[src/rtl/mhp_task_scheduler.sv]
// mhp_task_scheduler: queues task numbers and serialises them onto one MHP engine
// with opcode mapping, reply matching, timeout and bounded retry.
module mhp_task_scheduler #(
    parameter int FIFO_DEPTH     = 4,
    parameter int TIMEOUT_CYCLES = 50000,
    parameter int MAX_RETRY      = 2
) (
    input  logic                          i_clk,
    input  logic                          i_rst_n,
    input  logic                          i_task_valid,
    input  logic [15:0]                   i_task_nbr,
    output logic                          o_task_ready,
    output logic [$clog2(FIFO_DEPTH):0]   o_fifo_level,
    output logic                          o_busy,
    output logic                          o_send,
    output logic                          o_enable,
    output logic [7:0]                    o_dtype,
    input  logic                          i_done,
    input  logic [6:0]                    i_rx_dtype,
    input  logic [15:0]                   i_rx_dst,
    input  logic [15:0]                   i_rx_src,
    output logic [15:0]                   o_dest_addr,
    output logic [15:0]                   o_src_addr,
    output logic                          o_grant_strobe,
    output logic                          o_err_strobe,
    output logic [15:0]                   o_err_task
);
    localparam int AW = $clog2(FIFO_DEPTH);
    localparam int LW = AW + 1;
    localparam int TW = $clog2(TIMEOUT_CYCLES) + 1;
    localparam int RW = $clog2(MAX_RETRY + 1) + 1;

    typedef enum logic [2:0] {IDLE, ISSUE, WAIT_TX, WAIT_RX, GRANT, ERR} state_t;

    state_t         state_q, state_d;
    logic [15:0]    mem_q [FIFO_DEPTH];
    logic [AW-1:0]  wr_ptr_q, rd_ptr_q;
    logic [LW-1:0]  level_q;
    logic [15:0]    task_q, dest_q, src_q, err_task_q;
    logic [RW-1:0]  retry_q, retry_d;
    logic [TW-1:0]  timer_q, timer_d;
    logic [7:0]     dtype_q;
    logic           send_q, push, pop, timeout, can_retry, match;

    // Bit 7 doubles as the "supported" flag; unsupported tasks map to 0x00.
    function automatic logic [7:0] map_op(input logic [7:0] t);
        return t == 8'h10 ? 8'h83 : t == 8'h20 ? 8'h81 : t == 8'h30 ? 8'h85 : 8'h00;
    endfunction

    assign o_task_ready   = level_q < LW'(FIFO_DEPTH);
    assign push           = i_task_valid && o_task_ready;
    assign pop            = state_q == IDLE && level_q != '0;
    // The timer reaches TIMEOUT_CYCLES-1 on the step taken from TIMEOUT_CYCLES-2.
    assign timeout        = timer_q == TW'(TIMEOUT_CYCLES - 2);
    assign can_retry      = retry_q < RW'(MAX_RETRY);
    assign match          = i_done && i_rx_dtype == dtype_q[6:0];
    assign o_fifo_level   = level_q;
    assign o_busy         = state_q != IDLE;
    assign o_enable       = state_q == ISSUE || state_q == WAIT_TX || state_q == WAIT_RX;
    assign o_grant_strobe = state_q == GRANT;
    assign o_err_strobe   = state_q == ERR;
    assign o_send         = send_q;
    assign o_dtype        = dtype_q;
    assign o_dest_addr    = dest_q;
    assign o_src_addr     = src_q;
    assign o_err_task     = err_task_q;

    always_comb begin
        state_d = state_q;
        retry_d = retry_q;
        timer_d = timer_q;
        case (state_q)
            IDLE: begin
                state_d = pop ? ISSUE : IDLE;
                retry_d = pop ? '0 : retry_q;
            end
            ISSUE: begin
                state_d = dtype_q[7] ? WAIT_TX : ERR;
                timer_d = '0;
            end
            WAIT_TX, WAIT_RX: begin
                if (state_q == WAIT_TX ? i_done : match) begin
                    state_d = state_q == WAIT_TX ? WAIT_RX : GRANT;
                    timer_d = '0;
                end else if (timeout) begin
                    state_d = can_retry ? ISSUE : ERR;
                    retry_d = can_retry ? retry_q + RW'(1) : retry_q;
                end else begin
                    timer_d = timer_q + TW'(1);
                end
            end
            default: state_d = IDLE;
        endcase
    end

    always_ff @(posedge i_clk) begin
        if (push) mem_q[wr_ptr_q] <= i_task_nbr;
    end

    always_ff @(posedge i_clk or negedge i_rst_n) begin
        if (!i_rst_n) begin
            state_q    <= IDLE;
            wr_ptr_q   <= '0;
            rd_ptr_q   <= '0;
            level_q    <= '0;
            task_q     <= '0;
            retry_q    <= '0;
            timer_q    <= '0;
            send_q     <= 1'b0;
            dtype_q    <= '0;
            dest_q     <= '0;
            src_q      <= '0;
            err_task_q <= '0;
        end else begin
            state_q    <= state_d;
            retry_q    <= retry_d;
            timer_q    <= timer_d;
            wr_ptr_q   <= push ? wr_ptr_q + AW'(1) : wr_ptr_q;
            rd_ptr_q   <= pop ? rd_ptr_q + AW'(1) : rd_ptr_q;
            level_q    <= level_q + LW'(push) - LW'(pop);
            task_q     <= pop ? mem_q[rd_ptr_q] : task_q;
            dtype_q    <= pop ? map_op(mem_q[rd_ptr_q][7:0]) : dtype_q;
            send_q     <= state_q == ISSUE && dtype_q[7];
            dest_q     <= state_d == GRANT && state_q != GRANT ? i_rx_dst : dest_q;
            src_q      <= state_d == GRANT && state_q != GRANT ? i_rx_src : src_q;
            err_task_q <= state_d == ERR && state_q != ERR ? task_q : err_task_q;
        end
    end
endmodule
[config.mk]
export PLATFORM = sky130hd
export DESIGN_NAME = mhp_task_scheduler
export DESIGN_NICKNAME = d
export VERILOG_FILES = /design/src/rtl/mhp_task_scheduler.sv
export SDC_FILE = /design/constraint.sdc
export NUM_CORES = 1
export LEC_CHECK = 0
export BUFFER_PORTS_ARGS = -buffer_cell sky130_fd_sc_hd__buf_4
export CORE_MARGIN = 2
export CORE_UTILIZATION = 35
export DETAILED_ROUTE_END_ITERATION = 10
export MAX_ROUTING_LAYER = met4
export PLACE_DENSITY = 0.56
export SYNTH_ARGS = -nofsm -noshare
export SYNTH_HDL_FRONTEND = slang
export SYNTH_SLANG_ARGS = --single-unit
export TNS_END_PERCENT = 50
[constraint.sdc]
create_clock -name i_clk -period 5.8 [get_ports i_clk]
set_input_delay 0.58 -clock i_clk [delete_from_list [all_inputs] [get_ports i_clk]]
set_output_delay 0.58 -clock i_clk [all_outputs]
set_load 0.02 [all_outputs]
After elaboration in Yosys (flattened, before gate mapping)
Memory sizes are Yosys's and may differ from the RTL's.
Cells that the tools add are included.

operators by class
  add/subtract/negate cells = 6
  multipliers = 0
  div/mod/pow operators = 0
  $lt $le $gt $ge = 2
  eq/ne operators = 19
  shift operators = 0
  muxes and demuxes = 21
  bitwise operators = 0
  reduce and logical (&&, ||, !) cells = 16

operator list
  operator               count
  $mux 17                2
  $pmux 17 s2            1
  $mux 3                 9
  $mux 8                 3
  $add 17x1->17 const B  1
  $eq 17x16->1 const B   1
  $eq 8x6->1 const B     2
  $eq 3x3->1 const B     4
  $ne 3x3->1 const B     3
  $pmux 3 s3             1
  $eq 8x5->1 const B     1
  $ne 2x2->1 const B     4
  $eq 7x7->1             1
  $eq 3x2->1 const B     2
  $logic_and 1x1->1      6
  $pmux 3 s2             1
  $reduce_bool 3->1      2
  $reduce_and 5->1       1
  $add 2x1->2 const B    2
  $mux 1                 4
  $reduce_bool 2->1      2
  $add 3x1->3            1
  $add 3x1->3 const B    1
  $eq 3x1->1 const B     1
  7 further kinds        8

word-level totals
  register bits = 103
  bits in latches = 0
  memory bits (writable) = 64
  memory bits (read-only) = 0
  input bits = 59
  output and inout port bits = 65
  logic and storage cells = 77
  memories = 1

memory list
  memory  words  width  rd ports  clocked after Yosys merged registers in  wr ports  RTL line  source
  mem_q   4      16     1         0                                        1         36        logic [15:0] mem_q [FIFO_DEPTH];

Logic depth before layout (Yosys ltp)
  depth in word-level cells = 7
  gate-level depth with buffers = 12
  depth with buffers taken out = 10

Worst setup path before layout
No wires, ideal clock.

  path kind = reg2reg
  start point = register level_q[2], in the netlist o_fifo_level[2]
  end point = register level_q[2], in the netlist o_fifo_level[2]
  setup time = 0.131 ns
  data arrival time = 2.894 ns
  required time = 5.669 ns
  path slack = 2.775 ns
  cell stages (with the launch flop) = 11
  path buffers = 1
  clock period less this slack = 3.025 ns
  cells stage by stage = dfrtp_1 > o31ai_1 > clkinv_1 > clkbuf_1 > ha_1 > inv_1 > ha_1 > inv_1 > fa_1 > xnor2_1 > xnor2_1

on the way
  elaborated cells on any way between the ends = 6
  those cells by class = 2 x add/sub; 1 x order compare; 3 x reduce/logical

RTL lines
  item                    RTL line  source
  start, declared         38        logic [LW-1:0] level_q;
  start signal, assigned  120       level_q <= level_q + LW'(push) - LW'(pop);
  $reduce_bool 3->1       52        assign pop = state_q == IDLE && level_q != '0;
  $logic_and 1x1->1       52
  net pop                 43        logic send_q, push, pop, timeout, can_retry, match;
  $sub 3x1->3             120

The timed path passes the listed nets, and every way through them passes these cells.
A chain may end at the register's enable or synchronous reset.

Final worst setup path
  start point = register timer_q[12]
  end point = register err_task_q[1], in the netlist o_err_task[1]

on the way
  longest elaborated chain between the ends = 6

ends and longest elaborated chain
  item                    RTL line  source
  start, declared         41        logic [TW-1:0] timer_q, timer_d;
  start signal, assigned  117       timer_q <= timer_d;
  $eq 17x16->1            54        assign timeout = timer_q == TW'(TIMEOUT_CYCLES - 2);
  $mux 3                  85        end else if (timeout) begin
  $mux 3                  82        if (state_q == WAIT_TX ? i_done : match) begin
  $pmux 3 s3              72        case (state_q)
  $eq 3x3->1              126       err_task_q <= state_d == ERR && state_q != ERR ? task_q : err_task_q;
  $logic_and 1x1->1       126
  end signal, assigned    126
  end, declared           39        logic [15:0] task_q, dest_q, src_q, err_task_q;

Every way passes these cells.

==> metrics.txt <==
# TYPE chip_impl_metric gauge
chip_impl_metric{name="dr.first_iter.drc_count",unit=""} 208
chip_impl_metric{name="die_area",unit="sq mm"} 0.0210
chip_impl_info{name="root_buffer",value="clkbuf_16"} 1
chip_impl_metric{name="compound_cell_area_share_of_the_yosys_netlist",unit=""} 0.0566
chip_impl_info{name="cts_tree",value="built"} 1
chip_impl_metric{name="post_synth.cell_area_avg",unit="sq um"} 14.5
chip_impl_metric{name="vias_in_the_first_global_route",unit=""} 4341
chip_impl_metric{name="crit_arrival",unit="ns"} 3.62
chip_impl_metric{name="grt-ovfl-total",unit=""} 0
chip_impl_info{name="rsz0062_at_grt",value="false"} 1
chip_impl_metric{name="cellPowerDensity",unit="mW/mm^2"} 537
chip_impl_metric{name="tns",unit="ns"} 0
chip_impl_metric{name="critPathRequiredTime",unit="ns"} 6.10
chip_impl_info{name="hold_path.class",value="input pin to asynchronous set/reset pin"} 1
chip_impl_metric{name="core",unit="sq mm"} 0.0195
chip_impl_metric{name="clkSinkCount",unit=""} 162
chip_impl_info{name="path_cells",value="or4_4 > o41ai_1 > o311ai_1 > a22oi_2 > mux2_2"} 1
chip_impl_metric{name="share_of_the_synthesized_netlist_area_taken_by_xor_and_xnor_gates",unit=""} 0.0101
chip_impl_metric{name="grt_start_max_net_pins",unit=""} 67
chip_impl_metric{name="die_width",unit="um"} 145
chip_impl_metric{name="synth_enable_flop_cells",unit=""} 64
chip_impl_metric{name="timing_hold_violations_final",unit=""} 0
chip_impl_metric{name="yosys.cell_types.count",unit=""} 50
chip_impl_metric{name="clock_latency",unit="ns"} 0.42
chip_impl_metric{name="ys_ff_latch",unit=""} 162
chip_impl_metric{name="path_max_fanout",unit=""} 16
chip_impl_metric{name="maxSlewViolCount",unit=""} 0
chip_impl_metric{name="worst-slew-pin-transition",unit="ns"} 1.04
chip_impl_metric{name="fmax",unit="MHz"} 301
chip_impl_metric{name="vias",unit=""} 4201
chip_impl_info{name="post_synth_top_flop",value="dfrtp_1"} 1
chip_impl_info{name="worst_path_dominant_cell_family",value="compound AO/OA/AOI/OAI gates"} 1
chip_impl_metric{name="period_minus_slack",unit="ns"} 3.32
chip_impl_metric{name="slowest_delay",unit="ns"} 0.86
chip_impl_metric{name="synth.mux.area_fraction",unit=""} 0.162
chip_impl_metric{name="finish.cell_count_without_fillers",unit=""} 877
chip_impl_metric{name="mappedNetlistArea",unit="sq mm"} 0.00694
chip_impl_metric{name="routabilityCongestion",unit=""} 0.829
chip_impl_info{name="status",value="complete, no violations"} 1
chip_impl_metric{name="worst_ir_drop_vdd",unit="V"} 0.000229
chip_impl_metric{name="adder_cell_share_of_the_synthesized_area",unit=""} 0.0191
chip_impl_metric{name="numPortBuffers",unit=""} 119
chip_impl_metric{name="share_of_synthesized_flip_flops_with_an_asynchronous_set_or_reset",unit=""} 0.605
chip_impl_metric{name="global_route.usage.total",unit=""} 0.147
chip_impl_metric{name="fin_nets",unit=""} 668
chip_impl_metric{name="synth_simple_gate_area_share",unit=""} 0.0895
chip_impl_info{name="critPathLaunchType",value="register"} 1
chip_impl_metric{name="slew_headroom",unit=""} 0.309
chip_impl_metric{name="cts_buffers",unit=""} 17
chip_impl_metric{name="clkSlewWorstSetupHoldPaths",unit="ns"} 0.06
chip_impl_metric{name="path_depth",unit=""} 5
chip_impl_metric{name="final-setup-viol-count",unit=""} 0
chip_impl_metric{name="ctsResizeCount",unit=""} 0
chip_impl_metric{name="wl",unit="um"} 14400
chip_impl_metric{name="cts-hold-fix-buffers",unit=""} 0
chip_impl_metric{name="worstPathBufferInverterCount",unit=""} 0
chip_impl_metric{name="multi_input_area",unit="sq mm"} 0.00237
chip_impl_info{name="critical_path.reg2reg.startpoint",value="timer_q[12]"} 1
chip_impl_metric{name="filler_cell_count",unit=""} 1741
chip_impl_info{name="timing_startpoint_of_the_critical_path",value="timer_q[12]"} 1
chip_impl_metric{name="area_growth_from_synthesis_to_final_layout",unit="%"} 24.3
chip_impl_metric{name="detail_route.wl_per_cell",unit="um"} 16.4
chip_impl_metric{name="synth_cells",unit=""} 478
chip_impl_metric{name="r2r.worst_path.cells",unit=""} 5
chip_impl_metric{name="post-cts-setup-buffers",unit=""} 0
chip_impl_metric{name="yosysWarnings",unit=""} 0
chip_impl_metric{name="remaining_drc_errors",unit=""} 0
chip_impl_metric{name="grt_pass1_wl",unit="um"} 22600
chip_impl_metric{name="ctsHtreeMaxLevel",unit=""} 4
chip_impl_metric{name="clock_skew",unit="ns"} 0.0135
chip_impl_metric{name="leakage",unit="uW"} 0.00364
chip_impl_metric{name="number_of_antenna_violations_at_the_first_check_in_global_routing",unit=""} 0
chip_impl_metric{name="detail-route-antenna-nets",unit=""} 0
chip_impl_metric{name="drive_above_1_share",unit=""} 0.364
chip_impl_metric{name="max_cap_violations",unit=""} 0
chip_impl_metric{name="number_of_buffers_on_the_longest_clock_path",unit=""} 2
chip_impl_info{name="critical_path.endpoint_type",value="register"} 1
chip_impl_metric{name="period_share",unit=""} 0.573
chip_impl_info{name="crit_path_top_delay_cell",value="a22oi_2"} 1
chip_impl_metric{name="floorplan.initialDensity",unit=""} 0.357
chip_impl_metric{name="dr.pass1.iters",unit=""} 4
chip_impl_metric{name="floorplan.rows",unit=""} 51
chip_impl_metric{name="die_height",unit="um"} 145
chip_impl_metric{name="synth-seq-area-share",unit=""} 0.630
chip_impl_metric{name="antenna-diode-count",unit=""} 0
chip_impl_metric{name="vias_per_cell",unit=""} 4.79
chip_impl_metric{name="num_io_pins",unit=""} 124
chip_impl_metric{name="regArea",unit="sq mm"} 0.00437
chip_impl_metric{name="dp.cells",unit=""} 845
chip_impl_metric{name="detailedPlacementHpwl",unit="um"} 9750
chip_impl_info{name="main_combinational_cell_family_by_area_after_synthesis",value="multiplexers"} 1
chip_impl_info{name="critPathKind",value="register to register"} 1
[area by class of cell]
cell class	count	share of cell area
flip-flops and latches	162	0.507
multi-input cells	272	0.275
well taps	265	0.0384
inverters	21	0.00913
clock buffers	19	0.0501
repair buffers	125	0.109
clock inverters	13	0.0119
[layout by cell type (no fill, tap or decap), types with 3 or more instances in the layout]
| cell | count |
|---|---|
| conb_1 | 4 |
| and3_1 | 4 |
| clkinv_4 | 4 |
| nor4_1 | 4 |
| o21ai_0 | 10 |
| ha_1 | 9 |
| dfrtp_1 | 98 |
| inv_1 | 20 |
| nor3_1 | 4 |
| xnor2_1 | 7 |
| clkinv_2 | 3 |
| edfxtp_1 | 64 |
| mux4_2 | 16 |
| nor2b_1 | 4 |
| and2_1 | 9 |
| nor2_1 | 8 |
| mux2i_1 | 11 |
| nand3_1 | 12 |
| buf_4 | 125 |
| mux2_2 | 14 |
| mux2_4 | 30 |
| nand2_1 | 66 |
| nand4_1 | 8 |
| a211oi_1 | 13 |
| a22o_1 | 5 |
| mux2_1 | 4 |
| clkbuf_16 | 17 |
[registers in the layout, indices dropped and copies added, names as in the netlist, 2 cells and up]
| register | count |
|---|---|
| wr_ptr_q | 2 |
| o_src_addr | 16 |
| mem_q | 64 |
| retry_q | 3 |
| timer_q | 17 |
| o_dtype | 3 |
| rd_ptr_q | 2 |
| o_dest_addr | 16 |
| state_q | 3 |
| o_fifo_level | 3 |
| o_err_task | 16 |
| task_q | 16 |
[synthesized netlist by cell type (5+ instances only)]
cell / number / area, sq um
and2_1: 9 / 56.3
inv_1: 20 / 75.1
nand3_1: 12 / 60.1
nand4_1: 8 / 50.1
mux2_2: 14 / 158
clkbuf_1: 15 / 56.3
o21ai_0: 10 / 50.1
a22o_1: 5 / 43.8
ha_1: 9 / 113
mux2i_1: 11 / 110
buf_4: 5 / 37.5
xnor2_1: 7 / 61.3
mux2_4: 30 / 450
nor2_1: 8 / 30.0
a211oi_1: 14 / 105
dfrtp_1: 98 / 2450
mux4_2: 16 / 360
edfxtp_1: 64 / 1920
nand2_1: 66 / 248
[final timing paths]
path,end,slack [ns]
max reg2reg,o_err_task[1],2.48
min reg2reg,task_q[8],0.47
max,o_err_task[1],2.48
min in group i_clk,mem_q[2][3],0.36
min,o_src_addr[14],0.09
max in group asynchronous,timer_q[10],4.49
[layer usage]
layer	global-route usage	vias to the layer above	wire length [um]
li1	-	1974	-
met1	0.172	2115	6130
met2	0.244	100	7290
met3	0.0513	12	879
met4	0.0404	0	124
met5	-	-	0
[logic make-up (layout without fill, tap and decap cells)]
logic type,Yosys count,count (layout)
AND/OR/NAND/NOR,128,128
buffers and inverters,47,178
XOR/XNOR,8,8
multiplexers,75,75
adder cells (fa/ha/maj),10,10
other,1,4
flip-flops,162,162
AO/OA/AOI/OAI,47,47
[report_power, final]
group	total, uW	switching, uW	internal (uW)
Sequential	1750	211	1540
Combinational	1860	945	913
Clock	1030	475	555
[per-stage QoR]
stage / util / cell area, sq um / setup WS, ns / total power, uW / hold slack [ns]
after floorplan: - / 6960 / 2.77 / 3020 / 0.284
after global placement: 0.416 / 8100 / 2.53 / 3610 / 0.452
after detailed placement: 0.416 / 8100 / 2.41 / 3670 / 0.457
after CTS: 0.444 / 8630 / 2.41 / 4710 / 0.0950
after global routing: 0.444 / 8630 / 2.29 / 4920 / 0.106
final: 0.444 / 8630 / 2.48 / 4640 / 0.0922
Note: power is estimated with default switching activity, not from simulation.
